<file path="src/rtl/mem_ctrl_pkg.sv">
// mem_ctrl_pkg: shared state and owner encodings for the memory sequencer
package mem_ctrl_pkg;
  typedef enum logic [2:0] {IDLE, SETUP, STROBE, CAPTURE, RESP} state_e;
  typedef enum logic {OWN_IF, OWN_DM} owner_e;
endpackage

</file>
<file path="src/rtl/rr_arbiter2.sv">
// rr_arbiter2: two-way round-robin arbiter; ports clk_i, rst_i, req_i[1:0], adv_i, gnt_o[1:0]
module rr_arbiter2 (
  input  logic       clk_i,
  input  logic       rst_i,
  input  logic [1:0] req_i,
  input  logic       adv_i,
  output logic [1:0] gnt_o
);
  logic last_q, last_d;
  always_comb begin
    gnt_o[0] = req_i[0] & (~req_i[1] | last_q);
    gnt_o[1] = req_i[1] & (~req_i[0] | ~last_q);
    last_d   = adv_i ? gnt_o[1] : last_q;
  end
  always_ff @(posedge clk_i or posedge rst_i)
    if (rst_i) last_q <= 1'b1;
    else last_q <= last_d;
endmodule

</file>
<file path="src/rtl/mem_arbiter.sv">
// mem_arbiter: IF/DM round-robin arbiter sequencing accesses to a strobe-driven single-port memory
module mem_arbiter
  import mem_ctrl_pkg::*;
#(
  parameter int WORD_SIZE = 32,
  parameter int MEM_SIZE  = 1024
) (
  input  logic                 clk_i,
  input  logic                 rst_i,
  input  logic                 if_req_i,
  input  logic [WORD_SIZE-1:0] if_addr_i,
  output logic                 if_gnt_o,
  output logic                 if_done_o,
  output logic [WORD_SIZE-1:0] if_rdata_o,
  input  logic                 dm_req_i,
  input  logic                 dm_we_i,
  input  logic [WORD_SIZE-1:0] dm_addr_base_i,
  input  logic [WORD_SIZE-1:0] dm_addr_offset_i,
  input  logic [WORD_SIZE-1:0] dm_wdata_i,
  output logic                 dm_gnt_o,
  output logic                 dm_done_o,
  output logic [WORD_SIZE-1:0] dm_rdata_o,
  output logic                 err_o,
  output logic                 busy_o,
  output logic                 en_mem_o,
  output logic                 mem_read_o,
  output logic                 mem_write_o,
  output logic [WORD_SIZE-1:0] addr_base_o,
  output logic [WORD_SIZE-1:0] addr_offset_o,
  output logic [WORD_SIZE-1:0] val_o,
  input  logic [WORD_SIZE-1:0] val_i
);
  state_e               state_q;
  owner_e               owner_q;
  logic                 we_q, err_q, oob, active;
  logic [1:0]           gnt;
  logic [WORD_SIZE-1:0] base_q, off_q, wdata_q, if_rdata_q, dm_rdata_q;
  rr_arbiter2 u_arb (
    .clk_i (clk_i),
    .rst_i (rst_i),
    .req_i ({dm_req_i, if_req_i} & {2{state_q == IDLE}}),
    .adv_i (|gnt),
    .gnt_o (gnt)
  );
  always_comb begin
    oob           = (base_q + off_q) >= WORD_SIZE'(MEM_SIZE);
    active        = state_q inside {SETUP, STROBE, CAPTURE};
    if_gnt_o      = gnt[0];
    dm_gnt_o      = gnt[1];
    if_done_o     = state_q == RESP && owner_q == OWN_IF;
    dm_done_o     = state_q == RESP && owner_q == OWN_DM;
    err_o         = state_q == RESP && err_q;
    busy_o        = state_q != IDLE;
    en_mem_o      = state_q == STROBE;
    mem_read_o    = active & ~we_q;
    mem_write_o   = active & we_q;
    addr_base_o   = base_q;
    addr_offset_o = off_q;
    val_o         = wdata_q;
    if_rdata_o    = if_rdata_q;
    dm_rdata_o    = dm_rdata_q;
  end
  always_ff @(posedge clk_i or posedge rst_i)
    if (rst_i) begin
      state_q    <= IDLE;
      owner_q    <= OWN_IF;
      we_q       <= 1'b0;
      err_q      <= 1'b0;
      base_q     <= '0;
      off_q      <= '0;
      wdata_q    <= '0;
      if_rdata_q <= '0;
      dm_rdata_q <= '0;
    end else begin
      case (state_q)
        IDLE:
          if (gnt[0]) begin
            owner_q <= OWN_IF;
            we_q    <= 1'b0;
            base_q  <= if_addr_i;
            off_q   <= '0;
            state_q <= SETUP;
          end else if (gnt[1]) begin
            owner_q <= OWN_DM;
            we_q    <= dm_we_i;
            base_q  <= dm_addr_base_i;
            off_q   <= dm_addr_offset_i;
            wdata_q <= dm_wdata_i;
            state_q <= SETUP;
          end
        SETUP: begin
          err_q   <= oob;
          state_q <= oob ? RESP : STROBE;
        end
        STROBE: state_q <= CAPTURE;
        CAPTURE: begin
          if (!we_q && owner_q == OWN_IF) if_rdata_q <= val_i;
          if (!we_q && owner_q == OWN_DM) dm_rdata_q <= val_i;
          state_q <= RESP;
        end
        default: state_q <= IDLE;
      endcase
    end
endmodule

</file>
<file path="config.mk">
export PLATFORM = sky130hd
export DESIGN_NAME = mem_arbiter
export DESIGN_NICKNAME = d
export VERILOG_FILES = /design/src/rtl/mem_ctrl_pkg.sv /design/src/rtl/rr_arbiter2.sv /design/src/rtl/mem_arbiter.sv
export SDC_FILE = /design/constraint.sdc
export NUM_CORES = 1
export LEC_CHECK = 0
export CORE_MARGIN = 4
export CORE_UTILIZATION = 40
export DETAILED_ROUTE_END_ITERATION = 10
export PLACE_DENSITY = 0.73
export SLEW_MARGIN = 20
export SYNTH_ARGS = -nofsm -noshare
export SYNTH_HDL_FRONTEND = slang
export SYNTH_SLANG_ARGS = --single-unit
export TNS_END_PERCENT = 10
</file>
<file path="constraint.sdc">
create_clock -name clk_i -period 4.85 [get_ports clk_i]
set_input_delay 0.7275 -clock clk_i [delete_from_list [all_inputs] [get_ports clk_i]]
set_output_delay 0.7275 -clock clk_i [all_outputs]
set_load 0.01 [all_outputs]
</file>
## Word level (Yosys, flattened, before mapping)

Index checks and enable logic that the tools add are counted.

- Word-level logic and storage cells: 57
- Output and inout bits: 169
- Flip-flop bits (word level): 167
- Input bits: 165

- Equality and inequality tests: 5
- Bitwise logic cells: 13
- $add $sub $neg: 1
- Muxes and demuxes: 12
- Magnitude comparators: 1
- Reductions and logical operators: 15

Operators with widths:

| kind | number |
|---|---|
| $mux W32 | 4 |
| $add A32 B32 Y32 | 1 |
| $ge A32 B11 Y1 const B | 1 |
| $pmux W3 S4 | 1 |
| $mux W3 | 3 |
| $eq A3 B2 Y1 const B | 2 |
| $not A1 Y1 | 6 |
| $reduce_and A2 Y1 | 3 |
| $reduce_bool A3 Y1 | 2 |
| $logic_and A1 B1 Y1 | 5 |
| $and A1 B1 Y1 | 4 |
| $mux W1 | 4 |
| $eq A3 B1 Y1 const B | 1 |
| $eq A3 B3 Y1 const B | 1 |
| $logic_not A3 Y1 | 1 |
| $ne A3 B3 Y1 const B | 1 |
| $reduce_and A3 Y1 | 1 |
| $and A2 B2 Y2 | 1 |
| $or A1 B1 Y1 | 2 |
| $reduce_bool A2 Y1 | 1 |
| $reduce_or A2 Y1 | 1 |
| $logic_not A1 Y1 | 1 |

## Longest topological paths before layout

- Depth in word-level cells: 8
- Depth in mapped cells: 12

## Cells and area by module

A second synthesis with hierarchy kept.

- Cells, all modules: 813
- Area total of the unflattened synthesis: 8499.4 um2

Modules (own cells, without submodules):

| module | cells an instance | instances | area an instance (um2) | sequential area each (um2) |
|---|---|---|---|---|
| mem_arbiter | 807 | 1 | 8431.8 | 4154.0 |
| rr_arbiter2 | 6 | 1 | 67.6 | 26.3 |

## Worst setup path before layout

OpenSTA, ideal clock, no wires.

- Path type: reg2reg
- From: register base_q[9] (netlist: addr_base_o[9])
- To: register err_q
- Path slack: 2.098 ns
- Clock period less this slack: 2.752 ns
- Stages on the path, launching flop included: 11
- Arrival: 2.633 ns
- Path through: dfrtp_1 > ha_1 > a21oi_1 > o221a_2 > nor2_1 > a211o_1 > or4_1 > a32oi_1 > and4_1 > nand3_1 > o21a_1

- Longest elaborated chain between the ends: 2

Ends and longest elaborated chain:

| item | RTL line | text |
|---|---|---|
| start, declared | mem_arbiter.sv:37 | `logic [WORD_SIZE-1:0] base_q, off_q, wdata_q, if_rdata_q, dm_rdata_q;` |
| start signal, assigned | mem_arbiter.sv:80 | `base_q <= if_addr_i;` |
| start signal, assigned | mem_arbiter.sv:86 | `base_q <= dm_addr_base_i;` |
| $add A32 B32 Y32 | mem_arbiter.sv:46 | `oob = (base_q + off_q) >= WORD_SIZE'(MEM_SIZE);` |
| $ge A32 B11 Y1 | mem_arbiter.sv:46 |  |
| end signal, assigned | mem_arbiter.sv:92 | `err_q <= oob;` |
| end, declared | mem_arbiter.sv:35 | `logic we_q, err_q, oob, active;` |

Every way passes these cells.
A chain may end at the register's enable or synchronous reset.

## Final worst setup path

- From: register state_q[1]
- To: output port dm_gnt_o

- Longest elaborated chain between the ends: 5

Ends and longest elaborated chain:

| item | RTL line | text |
|---|---|---|
| start, declared | mem_arbiter.sv:33 | `state_e state_q;` |
| start signal, assigned | mem_arbiter.sv:93 | `state_q <= oob ? RESP : STROBE;` |
| $logic_not A3 Y1 * | mem_arbiter.sv:41 | `.req_i ({dm_req_i, if_req_i} & {2{state_q == IDLE}}),` |
| $and A2 B2 Y2 * | mem_arbiter.sv:41 |  |
| $not A1 Y1 | rr_arbiter2.sv:12 | `gnt_o[1] = req_i[1] & (~req_i[0] \| ~last_q);` |
| $or A1 B1 Y1 | rr_arbiter2.sv:12 |  |
| $and A1 B1 Y1 * | rr_arbiter2.sv:12 |  |
| end, declared | mem_arbiter.sv:20 | `output logic dm_gnt_o,` |

Every way passes the cells marked *; elsewhere a longest branch is shown, timed or not.

==> key figures <==
Final layout
  • Layout cells sized above 1: approximately 8.9%
  • Commonest non-fill, non-tap cells in the layout: clkdlybuf4s50_1 (333), nand2_1 (256), dfrtp_1 (166), mux2_2 (53), nor2_1 (50)
  • Post-route cell area: 12700 um^2
  • Commonest non-fill, non-tap cell in the layout: clkdlybuf4s50_1
  • Nets: 1414
  • Post-route insts no fill: between 1500 and 2000
  • Final core occ: 60.7%
  • Area growth from synthesis to layout: 49.6%

CTS
  • CTS root buf: clkbuf_16
  • CTS clk-pin slew, worst paths: 0.07 ns
  • TritonCTS buffer count: 17
  • Post-CTS Setup Bufs: 0
  • Clk Latency, worst-skew pair: about 0.43 ns
  • CTS Hold Bufs: 0
  • Clk buf depth: 2
  • H-tree Lvls: 4
  • CTS tree: yes
  • Clk sinks: 167
  • Post_cts resized: 0

Detailed routing
  • DRC violations left: 0
  • Via count: between 7000 and 8000
  • WL/cell: 18.6 um
  • Detailed-route wire length: roughly 28000 um
  • Initial DRC count: 428
  • Drt first pass iters: 5
  • Final ANT Viol Nets: 0
  • Vias per inst: between 5 and 6

Power
  • Peak supply drop: just under 300 uV
  • Cell area power density: 600 nW/um^2
  • Leak Pwr: between 0.005 and 0.006 uW

Synth
  • Async SR Flop Fraction: 100%
  • Post-synth cell types: 64
  • Mapped Avg Cell Area: 9.39 um^2
  • Post-Synthesis Cells: 905
  • Seq cells post-synth: 167
  • Synthesized cell area: 8490 um^2
  • Post-synth net total: 1102
  • Number of synthesized flops with an enable pin: 0
  • Post-synthesis sequential area ratio: 49.2%
  • Main synth FF type: dfrtp_1
  • Synthesis warning total: 0

Worst setup path
  • CP Capture Type: output pin
  • Worst path slowest cell: nor3_1
  • Critical Path RT: 4.12 ns
  • Crit path DAT: 2.92 ns
  • R2R setup slack: approximately 1.7 ns
  • CP Buf/Inv Count: 2
  • CP max FO: 39
  • Crit path cell chain: nor3_1, nand3_4, clkinv_2, clkdlybuf4s50_1
  • CP delay by family, top: buffers and inverters
  • Nature of the critical path startpoint: flop
  • Slowest cell delay on critical path: 0.78 ns
  • Crit Path Class: flop to output pin

Die
  • Starting Density: 40.5%
  • Die width: 154 um
  • Ports: between 300 and 400
  • Row count: between 50 and 60
  • Core area: 21000 um^2
  • Die Y: 154 um
  • Die area: 23600 um^2

STA
  • Setup violators final: 0
  • Setup TNS: 0 ns
  • Actual slew at the worst max-slew pin: 1.08 ns
  • RSZ-0062 raised after global routing: no
  • Max Slew Vio Count: 0
  • Hold Vio Cnt, Final: 0
  • Max Clock Skew: ~0.011 ns
  • Fraction of the cycle the final worst path needs: 75.2%
  • Hold Slack: 0.476 ns
  • Post-layout min period: roughly 3.6 ns
  • Slew HR: between 20% and 30%
  • Achievable Freq: 0.274 GHz

Job
  • Max_cap viols: 0

Placed design
  • GP Congestion: 0.904
  • Hpwl dp: 20900 um
  • Placed insts: 1473
  • Number of port buffers: around 330
  • Post-DP Area: approximately 12000 um^2

Global route
  • First-pass GRT wire length: 44100 um
  • Largest net degree at the start of global routing: 99
  • Initial antenna violation count: 2
  • Vias in the first global route: between 8000 and 9000
  • Total grt overflow: 0
  • Overall routing resource usage: 23.2%

Outcome
  • Outcome: finished clean

Worst hold path
  • Hold Path Class: flop to flop
-- path summary, 6_finish.rpt --
path,from,end,depth (start not counted)
worst max-delay path,state_q[1],dm_gnt_o,4
worst min-delay path,val_o[27],val_o[27],2
worst max register to register,addr_base_o[9],err_q,10
worst min register to register,val_o[27],val_o[27],2
max in group asynchronous,rst_i,u_arb.last_q,3
min in group asynchronous,rst_i,if_rdata_o[26],2
-- stage by stage --
| stage | worst slack [ns] | power (uW) |
|---|---|---|
| 2_1_floorplan | 2.00 | 4550 |
| 3_3_place_gp | 1.43 | 6170 |
| 3_5_place_dp | 1.39 | 6240 |
| 4_1_cts | 1.09 | 7680 |
| 5_1_grt | 0.964 | 8170 |
| 6_report | 1.20 | 7630 |
-- sequential cells by signal, summed over array words and instances, names as in the netlist --
| name | count |
|---|---|
| dm_rdata_o | 32 |
| state_q | 3 |
| addr_offset_o | 32 |
| err_q | 1 |
| owner_q | 1 |
| val_o | 32 |
| u_arb.last_q | 1 |
| if_rdata_o | 32 |
| we_q | 1 |
| addr_base_o | 32 |
-- Yosys cell counts, types with 4 or more instances --
master    count  area share (%)
a31oi_1      41             3.0
clkbuf_1     31             1.4
xor2_1        4            0.41
a221oi_1      4            0.41
a211o_1       5            0.52
or3_1         5            0.37
mux2_2       53             7.0
nand3_1      41             2.4
o21ai_1       7            0.41
and3_1       11            0.81
mux2_1       11             1.5
a21o_1        9            0.80
a21oi_1      37             2.2
nor3_1       10            0.59
ha_1         31             4.6
nand2b_1      6            0.44
dfrtp_1     166              49
o211ai_1      4            0.35
o21ai_0      15            0.88
and4_1        6            0.62
nor2_1       50             2.2
buf_1        14            0.62
nand2_1     256              11
nor2b_1       4            0.29
o21a_1        4            0.35
inv_1        14            0.62
and2_1        4            0.29
o31ai_1       5            0.44
-- final cells by class --
| class | count | area [um^2] |
|---|---|---|
| fillers | 1846 | 8250 |
| flip-flops and latches | 167 | 4180 |
| multi-input cells | 675 | 4100 |
| repair buffers | 341 | 3410 |
| clock buffers | 18 | 439 |
| well taps | 275 | 344 |
| clock inverters | 14 | 173 |
| inverters | 15 | 61.3 |
| diodes | 2 | 5.00 |
-- worst min-delay path, stage by stage (launching register included) --
cell     delay [ns]
dfrtp_1        0.34
nand2_1        0.05
nand2_1        0.05
-- logic make-up (layout without fill, tap and decap cells) --
group,Yosys count,in the layout,share of synthesized area (%)
AO/OA/AOI/OAI,161,161,12.9
XOR/XNOR,7,7,0.722
adder cells (fa/ha/maj),32,32,4.80
buffers and inverters,63,388,2.83
flip-flops,167,167,49.2
multiplexers,67,67,8.84
other,0,2,0
AND/OR/NAND/NOR,408,408,20.7
-- report_power, final --
group	internal [uW]	total (uW)	switching, uW
logic	1850	4070	2220
registers	1810	2160	344
clock network	717	1400	680
total	4380	7630	3250
-- metal layers --
| layer | part of all wire [%] | vias up | wire length (um) | GRT usage [%] |
|---|---|---|---|---|
| met5 | 0 | - | 0 | 0 |
| met4 | 1.8 | 0 | 492 | 6.27 |
| met3 | 7.3 | 36 | 2040 | 7.40 |
| met2 | 51 | 260 | 14300 | 40.4 |
| met1 | 40 | 3870 | 11300 | 27.7 |
| li1 | - | 3788 | - | - |
(Power assumes the default switching activity.)
